<file path="src/rtl/freq_meter.sv">
// freq_meter: gated edge-counting frequency meter with an Avalon-MM slave.
// sig_in rising edges are counted over a programmable gate window of clk
// cycles; COUNT holds the result of the last completed window.
// Optional build macro: FREQ_METER_PERIOD_EN adds a period counter that
// measures clk cycles between the last two sig_in rising edges (PERIOD, OVF).
// Without the macro, PERIOD and OVF read as 0.
//
// Register map (word addresses):
//   0 GATE   RW  gate window length in clk cycles (a written 0 is stored as 1)
//   1 COUNT  RO  rising edges in the last completed window; reading clears VALID
//   2 STATUS RO  bit0 VALID, bit1 OVF
//   3 PERIOD RO  clk cycles between the last two rising edges; reading clears OVF
module freq_meter #(
  parameter logic [31:0] GATE_DEFAULT = 32'd50_000_000
) (
  input  logic        clk,
  input  logic        reset_n,
  input  logic        chipselect,
  input  logic [1:0]  address,
  input  logic        write,
  input  logic [31:0] writedata,
  input  logic        read,
  output logic [31:0] readdata,
  input  logic        sig_in
);

  localparam logic [1:0]  ADDR_GATE   = 2'd0;
  localparam logic [1:0]  ADDR_COUNT  = 2'd1;
  localparam logic [1:0]  ADDR_STATUS = 2'd2;
  localparam logic [1:0]  ADDR_PERIOD = 2'd3;
  localparam logic [31:0] CNT_MAX     = 32'hFFFF_FFFF;

  // ---------------------------------------------------------------------------
  // Synchronizer and edge detector
  // ---------------------------------------------------------------------------
  logic sync1_q, sync2_q, sync3_q;
  logic sync1_d, sync2_d, sync3_d;
  logic edge_pulse;

  // Two-flop synchronizer followed by a third flop used only for edge detection
  always_comb begin
    sync1_d    = sig_in;
    sync2_d    = sync1_q;
    sync3_d    = sync2_q;
    edge_pulse = sync2_q & ~sync3_q;
  end

  // Synchronizer state
  always_ff @(posedge clk or negedge reset_n) begin
    if (!reset_n) begin
      sync1_q <= 1'b0;
      sync2_q <= 1'b0;
      sync3_q <= 1'b0;
    end else begin
      sync1_q <= sync1_d;
      sync2_q <= sync2_d;
      sync3_q <= sync3_d;
    end
  end

  // ---------------------------------------------------------------------------
  // Bus decode
  // ---------------------------------------------------------------------------
  logic gate_wr;
  logic rd_en;
  logic rd_count;
  logic rd_period;

  // Only GATE is writable; reads are single-cycle with no wait states
  always_comb begin
    gate_wr   = chipselect & write & (address == ADDR_GATE);
    rd_en     = chipselect & read;
    rd_count  = rd_en & (address == ADDR_COUNT);
    rd_period = rd_en & (address == ADDR_PERIOD);
  end

  // ---------------------------------------------------------------------------
  // Gate window and edge counting
  // ---------------------------------------------------------------------------
  logic [31:0] gate_q, gate_d;
  logic [31:0] gate_cnt_q, gate_cnt_d;
  logic [31:0] edge_cnt_q, edge_cnt_d;
  logic [31:0] count_q, count_d;
  logic        valid_q, valid_d;
  logic        window_done;
  logic [31:0] edge_inc;

  // Window sequencing: a GATE write restarts the window and takes priority
  // over a completion in the same cycle, so COUNT and VALID stay untouched.
  // edge_cnt needs no saturation: one edge per two clk cycles at most keeps
  // it below GATE/2+1.
  always_comb begin
    edge_inc    = {31'd0, edge_pulse};
    window_done = (gate_cnt_q == (gate_q - 32'd1));
    gate_d      = gate_q;
    gate_cnt_d  = gate_cnt_q + 32'd1;
    edge_cnt_d  = edge_cnt_q + edge_inc;
    count_d     = count_q;
    if (gate_wr) begin
      gate_d     = (writedata == 32'd0) ? 32'd1 : writedata;
      gate_cnt_d = 32'd0;
      edge_cnt_d = 32'd0;
    end else if (window_done) begin
      count_d    = edge_cnt_q + edge_inc;
      gate_cnt_d = 32'd0;
      edge_cnt_d = 32'd0;
    end
  end

  // VALID: cleared by a COUNT read, but a completing window wins
  always_comb begin
    valid_d = valid_q;
    if (rd_count) begin
      valid_d = 1'b0;
    end
    if (window_done && !gate_wr) begin
      valid_d = 1'b1;
    end
  end

  // Window state; reset discards any partial window
  always_ff @(posedge clk or negedge reset_n) begin
    if (!reset_n) begin
      gate_q     <= GATE_DEFAULT;
      gate_cnt_q <= 32'd0;
      edge_cnt_q <= 32'd0;
      count_q    <= 32'd0;
      valid_q    <= 1'b0;
    end else begin
      gate_q     <= gate_d;
      gate_cnt_q <= gate_cnt_d;
      edge_cnt_q <= edge_cnt_d;
      count_q    <= count_d;
      valid_q    <= valid_d;
    end
  end

  // ---------------------------------------------------------------------------
  // Optional period measurement
  // ---------------------------------------------------------------------------
  logic [31:0] period_val;
  logic        ovf_val;

`ifdef FREQ_METER_PERIOD_EN
  logic [31:0] period_cnt_q, period_cnt_d;
  logic [31:0] period_q, period_d;
  logic        ovf_q, ovf_d;
  logic        seen_q, seen_d;

  // period_cnt free-runs and saturates; each edge captures the interval.
  // The first edge after reset only marks the start of an interval.
  // OVF is raised when the counter reaches saturation; a PERIOD read clears
  // it, but a saturation in the same cycle wins.
  always_comb begin
    period_cnt_d = (period_cnt_q == CNT_MAX) ? CNT_MAX : period_cnt_q + 32'd1;
    period_d     = period_q;
    ovf_d        = ovf_q;
    seen_d       = seen_q;
    if (rd_period) begin
      ovf_d = 1'b0;
    end
    if (edge_pulse) begin
      if (seen_q) begin
        period_d = (period_cnt_q == CNT_MAX) ? CNT_MAX : period_cnt_q + 32'd1;
      end
      period_cnt_d = 32'd0;
      seen_d       = 1'b1;
    end else if (period_cnt_q == (CNT_MAX - 32'd1)) begin
      ovf_d = 1'b1;
    end
  end

  // Period state
  always_ff @(posedge clk or negedge reset_n) begin
    if (!reset_n) begin
      period_cnt_q <= 32'd0;
      period_q     <= 32'd0;
      ovf_q        <= 1'b0;
      seen_q       <= 1'b0;
    end else begin
      period_cnt_q <= period_cnt_d;
      period_q     <= period_d;
      ovf_q        <= ovf_d;
      seen_q       <= seen_d;
    end
  end

  // Expose period registers to the read mux
  always_comb begin
    period_val = period_q;
    ovf_val    = ovf_q;
  end
`else
  // Period logic absent: PERIOD and OVF read as zero
  always_comb begin
    period_val = 32'd0;
    ovf_val    = 1'b0;
  end
`endif

  // ---------------------------------------------------------------------------
  // Registered read data
  // ---------------------------------------------------------------------------
  logic [31:0] readdata_q, readdata_d;

  // Read mux samples current register values, so a read coinciding with a
  // window completion returns the previous COUNT
  always_comb begin
    readdata_d = readdata_q;
    if (rd_en) begin
      case (address)
        ADDR_GATE:   readdata_d = gate_q;
        ADDR_COUNT:  readdata_d = count_q;
        ADDR_STATUS: readdata_d = {30'd0, ovf_val, valid_q};
        ADDR_PERIOD: readdata_d = period_val;
        default:     readdata_d = 32'd0;
      endcase
    end
  end

  // Read data register, held between reads
  always_ff @(posedge clk or negedge reset_n) begin
    if (!reset_n) begin
      readdata_q <= 32'd0;
    end else begin
      readdata_q <= readdata_d;
    end
  end

  assign readdata = readdata_q;

endmodule
</file>
<file path="config.mk">
export PLATFORM = sky130hd
export DESIGN_NAME = freq_meter
export DESIGN_NICKNAME = d
export VERILOG_FILES = /design/src/rtl/freq_meter.sv
export SDC_FILE = /design/constraint.sdc
export NUM_CORES = 1
export LEC_CHECK = 0
export CAP_MARGIN = 15
export CORE_UTILIZATION = 63
export CTS_CLUSTER_DIAMETER = 50
export CTS_CLUSTER_SIZE = 10
export DETAILED_ROUTE_END_ITERATION = 8
export HOLD_SLACK_MARGIN = 0.1
export PLACE_DENSITY = 0.88
export SKIP_LAST_GASP = 1
export SYNTH_ARGS = -nofsm -noshare
export SYNTH_HDL_FRONTEND = slang
export SYNTH_SLANG_ARGS = --single-unit
</file>
<file path="constraint.sdc">
create_clock -name clk -period 5.7 [get_ports clk]
set_clock_uncertainty 0.2 [all_clocks]
set_input_delay 1.14 -clock clk [delete_from_list [all_inputs] [get_ports clk]]
set_output_delay 1.14 -clock clk [all_outputs]
set_load 0.01 [all_outputs]
</file>
Word level (Yosys, flattened, before mapping)
Index checks and enable logic that the tools add are counted.
Storage, ports and cells
  flip-flop bits (word level): 164
  bits of input ports: 40
  output and inout bits: 32
  word-level logic and storage cells: 37
Operators by class
  add/subtract/negate cells: 3
  equality and inequality tests: 4
  muxes and demuxes: 8
  bitwise logic cells: 7
  reductions and logical operators: 6
Operator list (number)
  2-to-1 mux 32 bit: 5
  case mux 32 bit (4 select lines): 1
  adder 32 x 1 -> 32 bit: 1
  adder 32 x 1 -> 32 bit (second input constant): 1
  == test 32 bit: 1
  logical NOT 32 bit: 1
  subtractor 32 x 1 -> 32 bit (second input constant): 1
  bitwise AND 1 bit: 5
  == test 2 bit (second input constant): 2
  == test 2 x 1 -> 1 bit (second input constant): 1
  logical NOT 2 bit: 1
  2-to-1 mux 1 bit: 2
  inverter 1 bit: 2
  AND reduction 2 bit: 1
  nonzero test 2 bit: 1
  logical AND 1 bit: 1
  logical NOT 1 bit: 1

Depth between registers and ports, before layout
  word-level depth: 5
  mapped depth: 10
  mapped depth without buffers: 10

Worst setup path after synthesis
Ideal clock, no wire load.
  path kind: register to register
  from: register gate_q[0]
  to: register count_q[26]
  library setup time: 0.128 ns
  data arrival time: 3.118 ns
  required time: 5.372 ns
  slack: 2.255 ns
  cell stages (with the launch flop): 11
  path buffers: 1
  clock period less this slack: 3.445 ns
  cell sequence: dfrtp_1 > inv_1 > ha_1 > or4b_1 > or4_1 > nor3_1 > mux2i_1 > o211ai_1 > nor4_4 > buf_6 > mux2_1
On the way
  cells in the longest elaborated chain, start to end: 3
RTL lines
  start, declared: line 80  | logic [31:0] gate_q, gate_d;
  start signal, assigned: line 130  | gate_q <= gate_d;
  subtractor 32 x 1 -> 32 bit: line 94  | window_done = (gate_cnt_q == (gate_q - 32'd1));
  == test 32 bit: line 94
  AND reduction 2 bit (no line)
  end signal, assigned: line 133  | count_q <= count_d;
  end, declared: line 83  | logic [31:0] count_q, count_d;
Every way passes these cells.
A chain may end at the register's enable or synchronous reset.

Worst setup path in the final report
  from: register gate_q[0]
  to: register count_q[21]
Same word-level chain as after synthesis.

==> results.sh <==
export IMPL_grt_start_max_net_pins=84
export IMPL_whs_path_depth=0
export IMPL_yosysWarnings=0
export IMPL_antennaDiodeCount=0
export IMPL_maxSlewViolCount=0
export IMPL_layout_core_utilization_pct=75.37
export IMPL_synthArstFlopShare_pct=100.0
export IMPL_crit_fanout=33
export IMPL_cell_taking_the_most_area_after_synthesis="sky130_fd_sc_hd__dfrtp_1"
export IMPL_p_leak_nw=4.433
export IMPL_synth_top_cell_area_share_pct=44.41
export IMPL_holdCritPathClass="flop to flop"
export IMPL_gr_usage_all_layers_pct=32.44
export IMPL_start_util_pct=64.68
export IMPL_synth_seq_cells=164
export IMPL_cts_hold_buffers_added=0
export IMPL_grt_antenna_before_repair=0
export IMPL_io_pin_count=72
export IMPL_ys_flop_type="sky130_fd_sc_hd__dfrtp_1"
export IMPL_layout_cell_share_with_drive_strength_beyond_1_pct=7.829
export IMPL_setup_worst_path_end_class="flop"
export IMPL_mappedNetlistArea_um2=8566
export IMPL_final_period_utilization_pct=71.54
export IMPL_layout_area_overhead_vs_synth_pct=16.52
export IMPL_detail_route_drc_violations=0
export IMPL_die_x_um=118.6
export IMPL_crit_required_ns=5.81
export IMPL_peakVddDrop_v=0.0001976
export IMPL_finalHoldViolations=0
export IMPL_rr_endpoint="count_q[21]"
export IMPL_core_area_um2=13240
export IMPL_synth_cell_types=56
export IMPL_report_power_total_w=0.003277
export IMPL_timing_critical_path_arrival_ns=4.19
export IMPL_setup_worst_path_class="flop to flop"
export IMPL_syn_instance_count=893
export IMPL_postSynthAreaPerCell_um2=9.592
export IMPL_hold_path_endpoint="sync2_q"
export IMPL_cap_violations=0
export IMPL_clock_root_buffer="sky130_fd_sc_hd__clkbuf_16"
export IMPL_synth_edff_count=0
export IMPL_clk_latency_ns=0.43
export IMPL_critPathLaunchType="flop"
export IMPL_achievable_freq_ghz=0.2452
export IMPL_grt_overflow_total=0
export IMPL_chipHeight_um=118.6
export IMPL_routabilityCongestion=0.9220
export IMPL_run_status="finished, final reports clean"
export IMPL_cts_sinks=164
export IMPL_power_density_nw_per_um2=328.3
export IMPL_cts_root_to_sink_buffers=2
export IMPL_placement_io_buffers=71
export IMPL_grt_pass1_wl_um=35290
export IMPL_drt_pre_antenna_iters=5
export IMPL_detail_route_wl_per_cell_um=18.70
export IMPL_max_slew_margin_rel_pct=27.37
export IMPL_final_antenna_net_count=0
export IMPL_detailroute_via_count=6944
export IMPL_worst_min_delay_path_startpoint="sync1_q"
export IMPL_clock_pin_slew_reported_for_the_worst_setup_and_hold_paths_after_clock_tree_synthesis_ns=0.07
export IMPL_htree_num_levels=4
export IMPL_synth_area_leaders="sky130_fd_sc_hd__dfrtp_1 44%, sky130_fd_sc_hd__nand2_1 7.8%, sky130_fd_sc_hd__xnor2_1 6.5%, sky130_fd_sc_hd__mux2i_1 4.8%, sky130_fd_sc_hd__dfstp_2 3.7%"
export IMPL_syn_num_nets=937
export IMPL_critPathLaunch="gate_q[0]"
export IMPL_detailedPlacementHpwl_um=13750
export IMPL_post_route_min_period_ns=4.078
export IMPL_tritoncts_num_buffers=17
export IMPL_detail_route_iter0_violations=602
export IMPL_die_area_um2=14070
export IMPL_post_drt_via_cell_ratio=6.123
export IMPL_design_final_nets=989
export IMPL_timing_setup_tns_ns=0
export IMPL_wl_um=21210
export IMPL_holdWs_ns=0.1512
export IMPL_rsz0062_at_grt="no"
export IMPL_timing_rr_start="gate_q[0]"
export IMPL_vias_in_the_first_global_route=7025
export IMPL_cts_resized=0
export IMPL_core_rowCount=42
export IMPL_tightest_slew_ns=1.086
export IMPL_regToRegSetupSlack_ns=1.62
export IMPL_worst_r2r_cell_count=10
export IMPL_fraction_of_the_yosys_area_taken_by_sequential_cells_pct=48.09
export IMPL_setup_violations_final=0
export IMPL_cts_post_setup_buffers_inserted=0
export IMPL_cts_tree="built"
==> worst max-delay path by stage <==
stage | endpoint | slack (ns) | cells after the start
2_1_floorplan | count_q[26] | 2.25 | 10
3_3_place_gp | count_q[3] | 1.87 | 8
3_5_place_dp | count_q[12] | 1.77 | 10
4_1_cts | count_q[21] | 1.70 | 10
5_1_grt | count_q[21] | 1.38 | 10
6_report | count_q[21] | 1.62 | 10
==> metrics by stage <==
step	setup WS, ns	cells	cell area, um2
4_1_cts	1.701	1133	9953
6_report	1.622	1134	9981
2_1_floorplan	2.255	893	8566
5_1_grt	1.378	1134	9981
3_3_place_gp	1.869	1101	9351
3_5_place_dp	1.771	1101	9351
==> sequential cells by signal (all words and copies together), names as in the netlist <==
register and count:
sync2_q 1, sync1_q 1, valid_q 1, count_q 32
readdata 32, sync3_q 1, gate_cnt_q 32, gate_q 32
edge_cnt_q 32
==> placed cells by master, fill, tap and decap left out, drive strengths merged, types with 28 or more instances in the layout <==
cell type and instances:
clkdlybuf4s50 69, dfrtp 152, mux2i 41, nand2 179, nand3 28, nor2 59, nor3 48, o21ai 40
xnor2 64, xor2 34
==> synth_stat cells, drive strengths merged (25+ instances only) <==
master  number
dfrtp      152
xnor2       64
clkbuf      37
nand2      179
nor2        59
nor3        48
nand3       28
nor4        25
o21ai       40
xor2        34
mux2i       41
mux2        25
==> cells by family (layout without fill, tap and decap cells) <==
logic type / Yosys count / in the layout / synth area share (%)
adders and majority gates: 4 / 4 / 0.5843
xor gates and xnor gates: 98 / 98 / 10.02
and+or+nand+nor: 415 / 415 / 24.16
muxes: 66 / 66 / 8.078
buffers and inverters: 67 / 132 / 3.301
DFF: 164 / 164 / 48.09
AOI/OAI and AO/OA: 79 / 79 / 5.770
==> metal layers <==
layer / vias to the layer above / global-route usage, % / share of wire [%]
met3: 63 / 5.647 / 6.2
met2: 302 / 52.27 / 48
met1: 3408 / 41.93 / 41
met4: 0 / 17.33 / 4.3
li1: 3171 / - / -
met5: - / 0 / 0
==> layout make-up <==
cell class | instances | area (um2)
Sequential cell | 164 | 4119
Clock buffer | 20 | 456.7
Tap cell | 176 | 220.2
Fill cell | 899 | 3262
Multi-Input combinational cell | 662 | 4170
Timing Repair Buffer | 80 | 794.5
Clock inverter | 12 | 145.1
Inverter | 20 | 75.07
==> critical path, cell delays in order, from the launching register on <==
cell and delay [ns]:
sky130_fd_sc_hd__dfrtp_1 0.50, sky130_fd_sc_hd__inv_1 0.13, sky130_fd_sc_hd__ha_1 0.25, sky130_fd_sc_hd__nor4b_2 0.43, sky130_fd_sc_hd__a21oi_1 0.12, sky130_fd_sc_hd__a2111oi_0 0.58
sky130_fd_sc_hd__o2111ai_1 0.19, sky130_fd_sc_hd__or3_1 0.44, sky130_fd_sc_hd__nor4_4 0.24, sky130_fd_sc_hd__buf_4 0.48, sky130_fd_sc_hd__mux2_1 0.38
==> report_power, final <==
| part | leakage [nW] | internal, W | switching, W | total, W |
|---|---|---|---|---|
| clock network | 0.282 | 0.000677 | 0.000493 | 0.00117 |
| registers | 2.14 | 0.00129 | 0.000197 | 0.00148 |
| logic | 2.01 | 0.000291 | 0.000331 | 0.000622 |
| total | 4.43 | 0.00226 | 0.00102 | 0.00328 |
(Power assumes the default switching activity.)
